[src/rtl/nibble_serial_adder.sv]
// Multi-cycle wide adder: one nibble per clock through a single 4-bit ripple-carry cell,
// with a registered carry loop and a start/busy/done handshake around the registered result.

module four_ripple_adder (
  output logic [4:0] s,
  input  logic [3:0] a,
  input  logic [3:0] b,
  input  logic       cin
);

  logic [4:0] c;

  always_comb begin
    c[0] = cin;
    for (int i = 0; i < 4; i++) begin
      s[i]   = a[i] ^ b[i] ^ c[i];
      c[i+1] = (a[i] & b[i]) | (c[i] & (a[i] ^ b[i]));
    end
    s[4] = c[4];
  end

endmodule

module nibble_serial_adder #(
  parameter int unsigned NIBBLES = 4
) (
  input  logic                   clk_i,
  input  logic                   rst_ni,
  input  logic                   start_i,
  input  logic [4*NIBBLES-1:0]   a_i,
  input  logic [4*NIBBLES-1:0]   b_i,
  input  logic                   cin_i,
  output logic                   busy_o,
  output logic                   done_o,
  output logic [4*NIBBLES:0]     s_o
);

  localparam int unsigned W    = 4 * NIBBLES;
  localparam int unsigned CntW = (NIBBLES < 2) ? 1 : $clog2(NIBBLES + 1);

  localparam logic [1:0] StIdle = 2'd0;
  localparam logic [1:0] StRun  = 2'd1;
  localparam logic [1:0] StDone = 2'd2;

  logic [1:0]      state_q, state_d;
  logic [W-1:0]    a_q, a_d, b_q, b_d;
  logic [W-1:0]    acc_q, acc_d, acc_shift;
  logic [W:0]      s_q, s_d;
  logic [CntW-1:0] cnt_q, cnt_d;
  logic            carry_q, carry_d;
  logic            busy_q, busy_d, done_q, done_d;
  logic            accept;
  logic [4:0]      cell_s;

  four_ripple_adder u_cell (
    .s   (cell_s),
    .a   (a_q[3:0]),
    .b   (b_q[3:0]),
    .cin (carry_q)
  );

  // New sum nibble enters from the top so nibble 0 lands in bits 3:0 after NIBBLES shifts.
  always_comb begin
    acc_shift          = acc_q >> 4;
    acc_shift[W-1 -: 4] = cell_s[3:0];
  end

  assign accept = start_i && ((state_q == StIdle) || (state_q == StDone));

  always_comb begin
    state_d = state_q;
    a_d     = a_q;
    b_d     = b_q;
    acc_d   = acc_q;
    s_d     = s_q;
    cnt_d   = cnt_q;
    carry_d = carry_q;

    case (state_q)
      StRun: begin
        a_d     = a_q >> 4;
        b_d     = b_q >> 4;
        carry_d = cell_s[4];
        cnt_d   = cnt_q + CntW'(1);
        acc_d   = acc_shift;
        if (cnt_q == CntW'(NIBBLES - 1)) begin
          s_d     = {cell_s[4], acc_shift};
          state_d = StDone;
        end
      end
      StDone:  state_d = StIdle;
      StIdle:  state_d = StIdle;
      default: state_d = StIdle;
    endcase

    // Only reachable from IDLE/DONE, so it never collides with the RUN updates above.
    if (accept) begin
      a_d     = a_i;
      b_d     = b_i;
      carry_d = cin_i;
      cnt_d   = '0;
      state_d = StRun;
    end

    busy_d = (state_d == StRun);
    done_d = (state_d == StDone);
  end

  always_ff @(posedge clk_i or negedge rst_ni) begin
    if (!rst_ni) begin
      state_q <= StIdle;
      a_q     <= '0;
      b_q     <= '0;
      acc_q   <= '0;
      s_q     <= '0;
      cnt_q   <= '0;
      carry_q <= 1'b0;
      busy_q  <= 1'b0;
      done_q  <= 1'b0;
    end else begin
      state_q <= state_d;
      a_q     <= a_d;
      b_q     <= b_d;
      acc_q   <= acc_d;
      s_q     <= s_d;
      cnt_q   <= cnt_d;
      carry_q <= carry_d;
      busy_q  <= busy_d;
      done_q  <= done_d;
    end
  end

  assign busy_o = busy_q;
  assign done_o = done_q;
  assign s_o    = s_q;

endmodule

[config.mk]
export PLATFORM = sky130hd
export DESIGN_NAME = nibble_serial_adder
export DESIGN_NICKNAME = d
export VERILOG_FILES = /design/src/rtl/nibble_serial_adder.sv
export SDC_FILE = /design/constraint.sdc
export NUM_CORES = 1
export LEC_CHECK = 0
export CAP_MARGIN = 20
export CORE_MARGIN = 4
export CORE_UTILIZATION = 52
export DETAILED_ROUTE_END_ITERATION = 12
export GPL_TIMING_DRIVEN = 0
export PLACE_DENSITY = 0.75
export SLEW_MARGIN = 5
export SYNTH_ARGS = -nofsm -noshare
export SYNTH_HDL_FRONTEND = slang
export SYNTH_SLANG_ARGS = --single-unit
[constraint.sdc]
create_clock -name clk_i -period 2.85 [get_ports clk_i]
set_clock_uncertainty 0.05 [all_clocks]
set_input_delay 0.57 -clock clk_i [delete_from_list [all_inputs] [get_ports clk_i]]
set_output_delay 0.57 -clock clk_i [all_outputs]
set_load 0.005 [all_outputs]
# Yosys cells after proc, flatten, opt, wreduce, memory -nomap -nowiden
# Index checks and enable logic that the tools add are counted.
# op_classes
addsub	1
n_eq_ne	5
mux	11
bitwise	20
n_reduce_logical	5
# op_table
cell	count
16-bit two-way mux	4
1-bit AND	8
1-bit bitwise XOR	8
2-bit two-way mux	3
3-bit two-way mux	2
2-bit by 1-bit equality test with 1-bit output, second input constant	2
2-bit equality test, second input constant	2
1-bit OR	4
3-bit by 1-bit adder with 3-bit output, second input constant	1
3-bit by 2-bit equality test with 1-bit output, second input constant	1
2-bit logical NOT	1
1-bit two-way mux	2
2-bit AND reduction	1
2-bit nonzero test	1
1-bit logical AND	1
1-bit logical OR	1
# totals
reg_bits	73
inputBits	36
out_inout_bits	19
elab_cells	51

# Logic depth before layout (Yosys ltp)
# Gate-level depths: netlist of the first run.
# depth
ltp_word	11
mapped_depth	10
depth_no_buf	10

# Modules after synthesis
# From an unflattened synthesis of the first run, not the netlist that was laid out.
# hier_totals
cells_unflattened	238
area_unflattened_um2	3355.7
# by_module_without_submodules
module	instances	cells_per_inst	area_each_um2	seq_area_each_um2
nibble_serial_adder	1	224	3238.1	1726.7
four_ripple_adder	1	14	117.6	0.0

# Least setup slack after synthesis of the first run
# Ideal clock, no wire load.
# synth_path
path_type	flip-flop to flip-flop
from	register a_q[0]
to	register s_q[15], in the netlist s_o[15]
setup_time_ps	83
t_arrival_ps	2009
required_ps	2717
setup_slack_ps	708
stages_incl_launch_ff	9
path_buffers	0
period_less_slack_ps	2142
path_cell_list	dfrtp_1 fa_1 inv_1 fa_1 inv_1 fa_1 inv_1 fa_1 o21ai_0
# synth_via
elab_chain_len	8
word_cells_on_any_way	9
cone_classes	bitwise: 9
# synth_rtl
item	line_no	rtl
from (decl)	46	logic [W-1:0] a_q, a_d, b_q, b_d;
from (signal assigned)	112	a_q <= '0;
from (signal assigned)	122	a_q <= a_d;
1-bit bitwise XOR	17	c[i+1] = (a[i] & b[i]) | (c[i] & (a[i] ^ b[i]));
1-bit AND	17	
1-bit OR *	17	
1-bit AND *	17	
1-bit OR *	17	
1-bit AND *	17	
1-bit OR *	17	
1-bit bitwise XOR *	16	s[i] = a[i] ^ b[i] ^ c[i];
to (signal assigned)	115	s_q <= '0;
to (signal assigned)	125	s_q <= s_d;
to (decl)	48	logic [W:0] s_q, s_d;
# Mark *: on every way between the ends. The rest lies on a longest branch, timed or not.
# A chain may end at the register's enable or synchronous reset.

# Final worst setup path of the first run
# Same ends and word-level chain as after synthesis.

==> results of run 1 <==
==> worst paths after layout <==
path                                   endpoint  slack, ns  depth (start not counted)
max                         s_o[15]$_DFFE_PN0P_       0.55                          8
min                          s_o[6]$_DFFE_PN0P_       0.08                          1
max reg2reg                 s_o[15]$_DFFE_PN0P_       0.55                          8
min reg2reg                acc_q[4]$_DFFE_PN0N_       0.43                          2
max in group asynchronous    b_q[3]$_DFFE_PN0P_       2.13                          2
min in group clk_i         acc_q[4]$_DFFE_PN0N_       0.43                          2
==> power by group through the flow <==
stage	Clock (mW)	Sequential, mW	Combinational [mW]
detailed placement	0	1.78	1.92
global placement	0	1.76	1.85
finish	0.691	1.76	1.91
floorplan	0	1.70	1.29
global route	0.755	1.82	2.13
CTS	0.700	1.76	1.93
==> cell type report <==
class | instances | share of cell area [%]
buffer | 19 | 3.43
clock buffer | 12 | 3.90
clock inverter | 2 | 0.252
inverter | 10 | 0.944
multi-input combinational | 179 | 31.4
sequential | 69 | 43.4
tap | 75 | 2.36
timing repair buffer | 55 | 14.2
==> kinds of logic (layout without fill, tap and decap cells) <==
family	Yosys count	after routing	share of synthesized area, %
AND/OR/NAND/NOR	85	85	13.0
flip-flops	69	69	54.8
AO/OA/AOI/OAI	57	57	11.4
multiplexers	31	31	11.9
buffers and inverters	29	98	5.52
adder cells (fa/ha/maj)	6	6	3.34
==> through the flow <==
step / setup TNS, ns / worst slack [ns] / hold slack [ns] / cells / cell area (um^2)
after floorplan: 0 / 0.708 / 0.224 / 277 / 3150
after global placement: -82.56 / -1.20 / 0.409 / 406 / 3780
after detailed placement: 0 / 0.555 / 0.421 / 407 / 3810
after CTS: 0 / 0.537 / 0.0942 / 421 / 3980
after global routing: 0 / 0.456 / 0.101 / 421 / 3980
final: 0 / 0.548 / 0.0827 / 421 / 3980
==> flip-flops by register name, indices dropped and copies added (netlist names) <==
name and flops:
acc_q 12, carry_q 1, busy_o 1, b_q 16
s_o 17, cnt_q 3, state_q 2, done_o 1
a_q 16
==> synthesized netlist by cell type <==
library cell	instances
sky130_fd_sc_hd__mux2_4	12
sky130_fd_sc_hd__mux2_2	3
sky130_fd_sc_hd__nand3_1	9
sky130_fd_sc_hd__a21oi_1	14
sky130_fd_sc_hd__inv_1	10
sky130_fd_sc_hd__o21ai_1	2
sky130_fd_sc_hd__nor2_2	1
sky130_fd_sc_hd__o22ai_1	8
sky130_fd_sc_hd__nand2_1	39
sky130_fd_sc_hd__or2b_4	1
sky130_fd_sc_hd__fa_1	4
sky130_fd_sc_hd__buf_4	4
sky130_fd_sc_hd__buf_6	5
sky130_fd_sc_hd__nor2b_1	14
sky130_fd_sc_hd__o21ai_0	10
sky130_fd_sc_hd__nand2b_2	1
sky130_fd_sc_hd__buf_2	10
sky130_fd_sc_hd__mux2i_1	16
sky130_fd_sc_hd__a22oi_1	4
sky130_fd_sc_hd__nor3_1	8
sky130_fd_sc_hd__dfrtp_1	69
sky130_fd_sc_hd__and2b_1	1
sky130_fd_sc_hd__ha_1	2
sky130_fd_sc_hd__a22o_1	5
sky130_fd_sc_hd__o2bb2ai_1	1
sky130_fd_sc_hd__nor2_1	10
sky130_fd_sc_hd__a211oi_1	13
sky130_fd_sc_hd__nand3b_4	1
==> layer usage <==
layer,track usage [%],wire [um],share of wire (%),vias up
met1,26.0,2970,45,1157
met4,8.78,112,1.7,0
met3,3.84,333,5.0,13
met5,0,0,0,-
li1,-,-,-,1088
met2,30.4,3250,49,65
==> flow_results.org, run 1 <==
** Run status
- Status :: completed

** Placement
- Final RePlAce weighted congestion :: 0.772
- HPWL after detailed placement :: 4760 um
- Count of buffers from port buffering :: 54

** Power
- P_int :: 2.80 mW
- The clock network is responsible for 15.8% of the overall power.
- Leakage component of the power :: 1.83 nW
- IR drop worst, VDD :: 495 uV
- In this run the power density over the cells is 1100 nW/um^2.
- In this run, flip-flops and latches consume 40.4% of the power.
- Net switching is 35.8% of the power.
- In this run the power spent charging and discharging nets is 1.56 mW.
- Design Power :: 4.36 mW
- Power share of the combinational group :: 43.8%

** Clock network
- The clock passes through at most 2 buffers.
- The later pin in the worst-skew pair is clocked with a latency of 0.33 ns.
- Resized cells post-CTS :: 0
- For this design, the sink count on the clock tree is 69.
- Cts bufs inserted :: 9
- Max H-tree Level :: 3
- Clock tree synthesis selected as its root buffer the cell sky130_fd_sc_hd__clkbuf_8.
- Reg clk slew, reported paths :: 0.07 ns
- TritonCTS built the clock tree.
- For this design, the CTS-stage hold fixing added 0 buffers.
- Buffers added to address setup during post-CTS repair amount to 0.

** Setup path
- For this run, the slowest stage of the critical path takes 0.43 ns.
- The critical path is of the reg2reg type.
- STA classifies the critical path startpoint as a flop.
- CP Data Required Time :: 3.04 ns
- STA classifies the critical path endpoint as a flop.
- For the worst setup path, the data arrival time is 2.50 ns.
- Largest delay share family, worst path :: adder cells
- Crit-path most repeated cell :: sky130_fd_sc_hd__fa_1
- Counting both buffers and inverters, the worst setup path holds a total of 3.
- Largest fanout on the critical path :: 3
- Tracing the worst setup path back leads to its startpoint at a_q[0]$_DFFE_PN0P_.
- Reg2reg start :: a_q[0]$_DFFE_PN0P_
- The largest individual stage delay along the critical path comes from the cell sky130_fd_sc_hd__fa_1.
- Ordered list of cells on the worst path :: fa_1 > inv_1 > fa_1 > inv_1 > fa_1 > inv_1 > fa_1 > o21ai_0

** Floorplan
- From bottom edge to top edge, the die measures 85.8 um.
- Starting Density :: 53.5%
- Measured along the x axis, the die boundary spans 85.8 um.
- Core Region :: 5890 um^2
- For this design the top-level I/O count stands at 55.
- Site row count :: 28
- The die covers 7370 um^2.

** Timing
- Final Cycle Share :: 80.8%
- Number of failing hold endpoints at the final stage :: 0
- Setup violations remaining at the end of the flow were counted as 0.
- The final number of max-transition violations came to 0.
- Worst-Margin Slew :: 0.341 ns
- Measured against its own limit, the worst slew margin works out to 77.3%.
- Setup repair after global routing missed its margin :: false
- For this run, the top clock speed supported by timing is 434 MHz.
- The smallest clock period supported by the final layout is computed as 2.30 ns.

** Layout
- In the final design database the tool counted 385 nets.
- Register cell area after layout :: 1730 um^2
- The number of antenna diodes in the final layout is 0.
- The area growth from synthesis to layout is 26.2%.
- Most common library cell in the layout ignoring fill and taps :: sky130_fd_sc_hd__dfrtp_1
- Filler cells :: 466
- Post-layout utilization of the core :: 67.5%
- The library cells used most frequently in the layout, excluding fill and tap cells, are sky130_fd_sc_hd__dfrtp_1, sky130_fd_sc_hd__clkdlybuf4s50_1, sky130_fd_sc_hd__nand2_1.
- In the final layout, the share of cells above drive strength 1 is 15.3%.
- Combined area of the multi-input logic cells :: 1250 um^2

** Yosys
- Synthesis produced 277 cells.
- Cell Area, Synth :: 3150 um^2
- Average size of a mapped cell :: 11.4 um^2
- By area the synthesized netlist is led by sky130_fd_sc_hd__dfrtp_1, sky130_fd_sc_hd__mux2_4, sky130_fd_sc_hd__mux2i_1.
- Post-synth net total :: 319
- Sequential elements use 54.8% of the synthesized area.
- Area leader, netlist :: sky130_fd_sc_hd__dfrtp_1
- The share of synthesized area in the top cell type comes to 54.8%.
- Seq cells post-synth :: 69
- The synthesized netlist contains 28 unique library cells.
- Yosys warning total :: 0

** Route
- Initial DRC Count :: 58
- Antenna Nets Post-Route :: 0
- For this run, design rule violations remaining after detail routing come to 0.
- In the routed layout, each cell is associated on average with a via count of 5.52.
- After detailed routing, the average wire length per cell comes to 15.8 um.
- The detailed router placed 2,323 vias in this run.
- Total wire length :: 6660 um
- DRT Pass-1 Iters :: 5

** Job
- Number of max-cap violations :: 0

** GRT
- The first global-routing pass estimated 11,000 um of wire.
- Total track usage :: 19.3%
- Total global routing overflow :: 0
- Initial antenna violation count :: 0
- Maximum number of pins on one net before global-route repair :: 46
- The number of global-route vias before repair came to 2,313.

** Min path
- The path class of the tightest hold or removal check is in2async.
No activity file was read; power rests on OpenSTA's default activity.
==> inputs of run 2 (changes only) <==
==> constraint.sdc (replaced) <==
create_clock -name clk_i -period 2.4 [get_ports clk_i]
set_clock_uncertainty 0.05 [all_clocks]
set_input_delay 0.48 -clock clk_i [delete_from_list [all_inputs] [get_ports clk_i]]
set_output_delay 0.48 -clock clk_i [all_outputs]
set_load 0.005 [all_outputs]
==> results of run 2 <==
Same layout as run 1 (identical final DEF). Status: finished, violations left: hold timing.
Main changes from that run: setup slack after placement 0.555 ns -> 0.105 ns; setup slack after layout 0.548 ns -> 0.0982 ns; hold slack 0.0827 ns -> -0.00726 ns; number of hold violations in the final report 0 -> 5; register-to-register setup slack 0.55 ns -> 0.1 ns; total power 4.36 mW -> 5.18 mW; worst IR drop on VDD 495 uV -> 588 uV
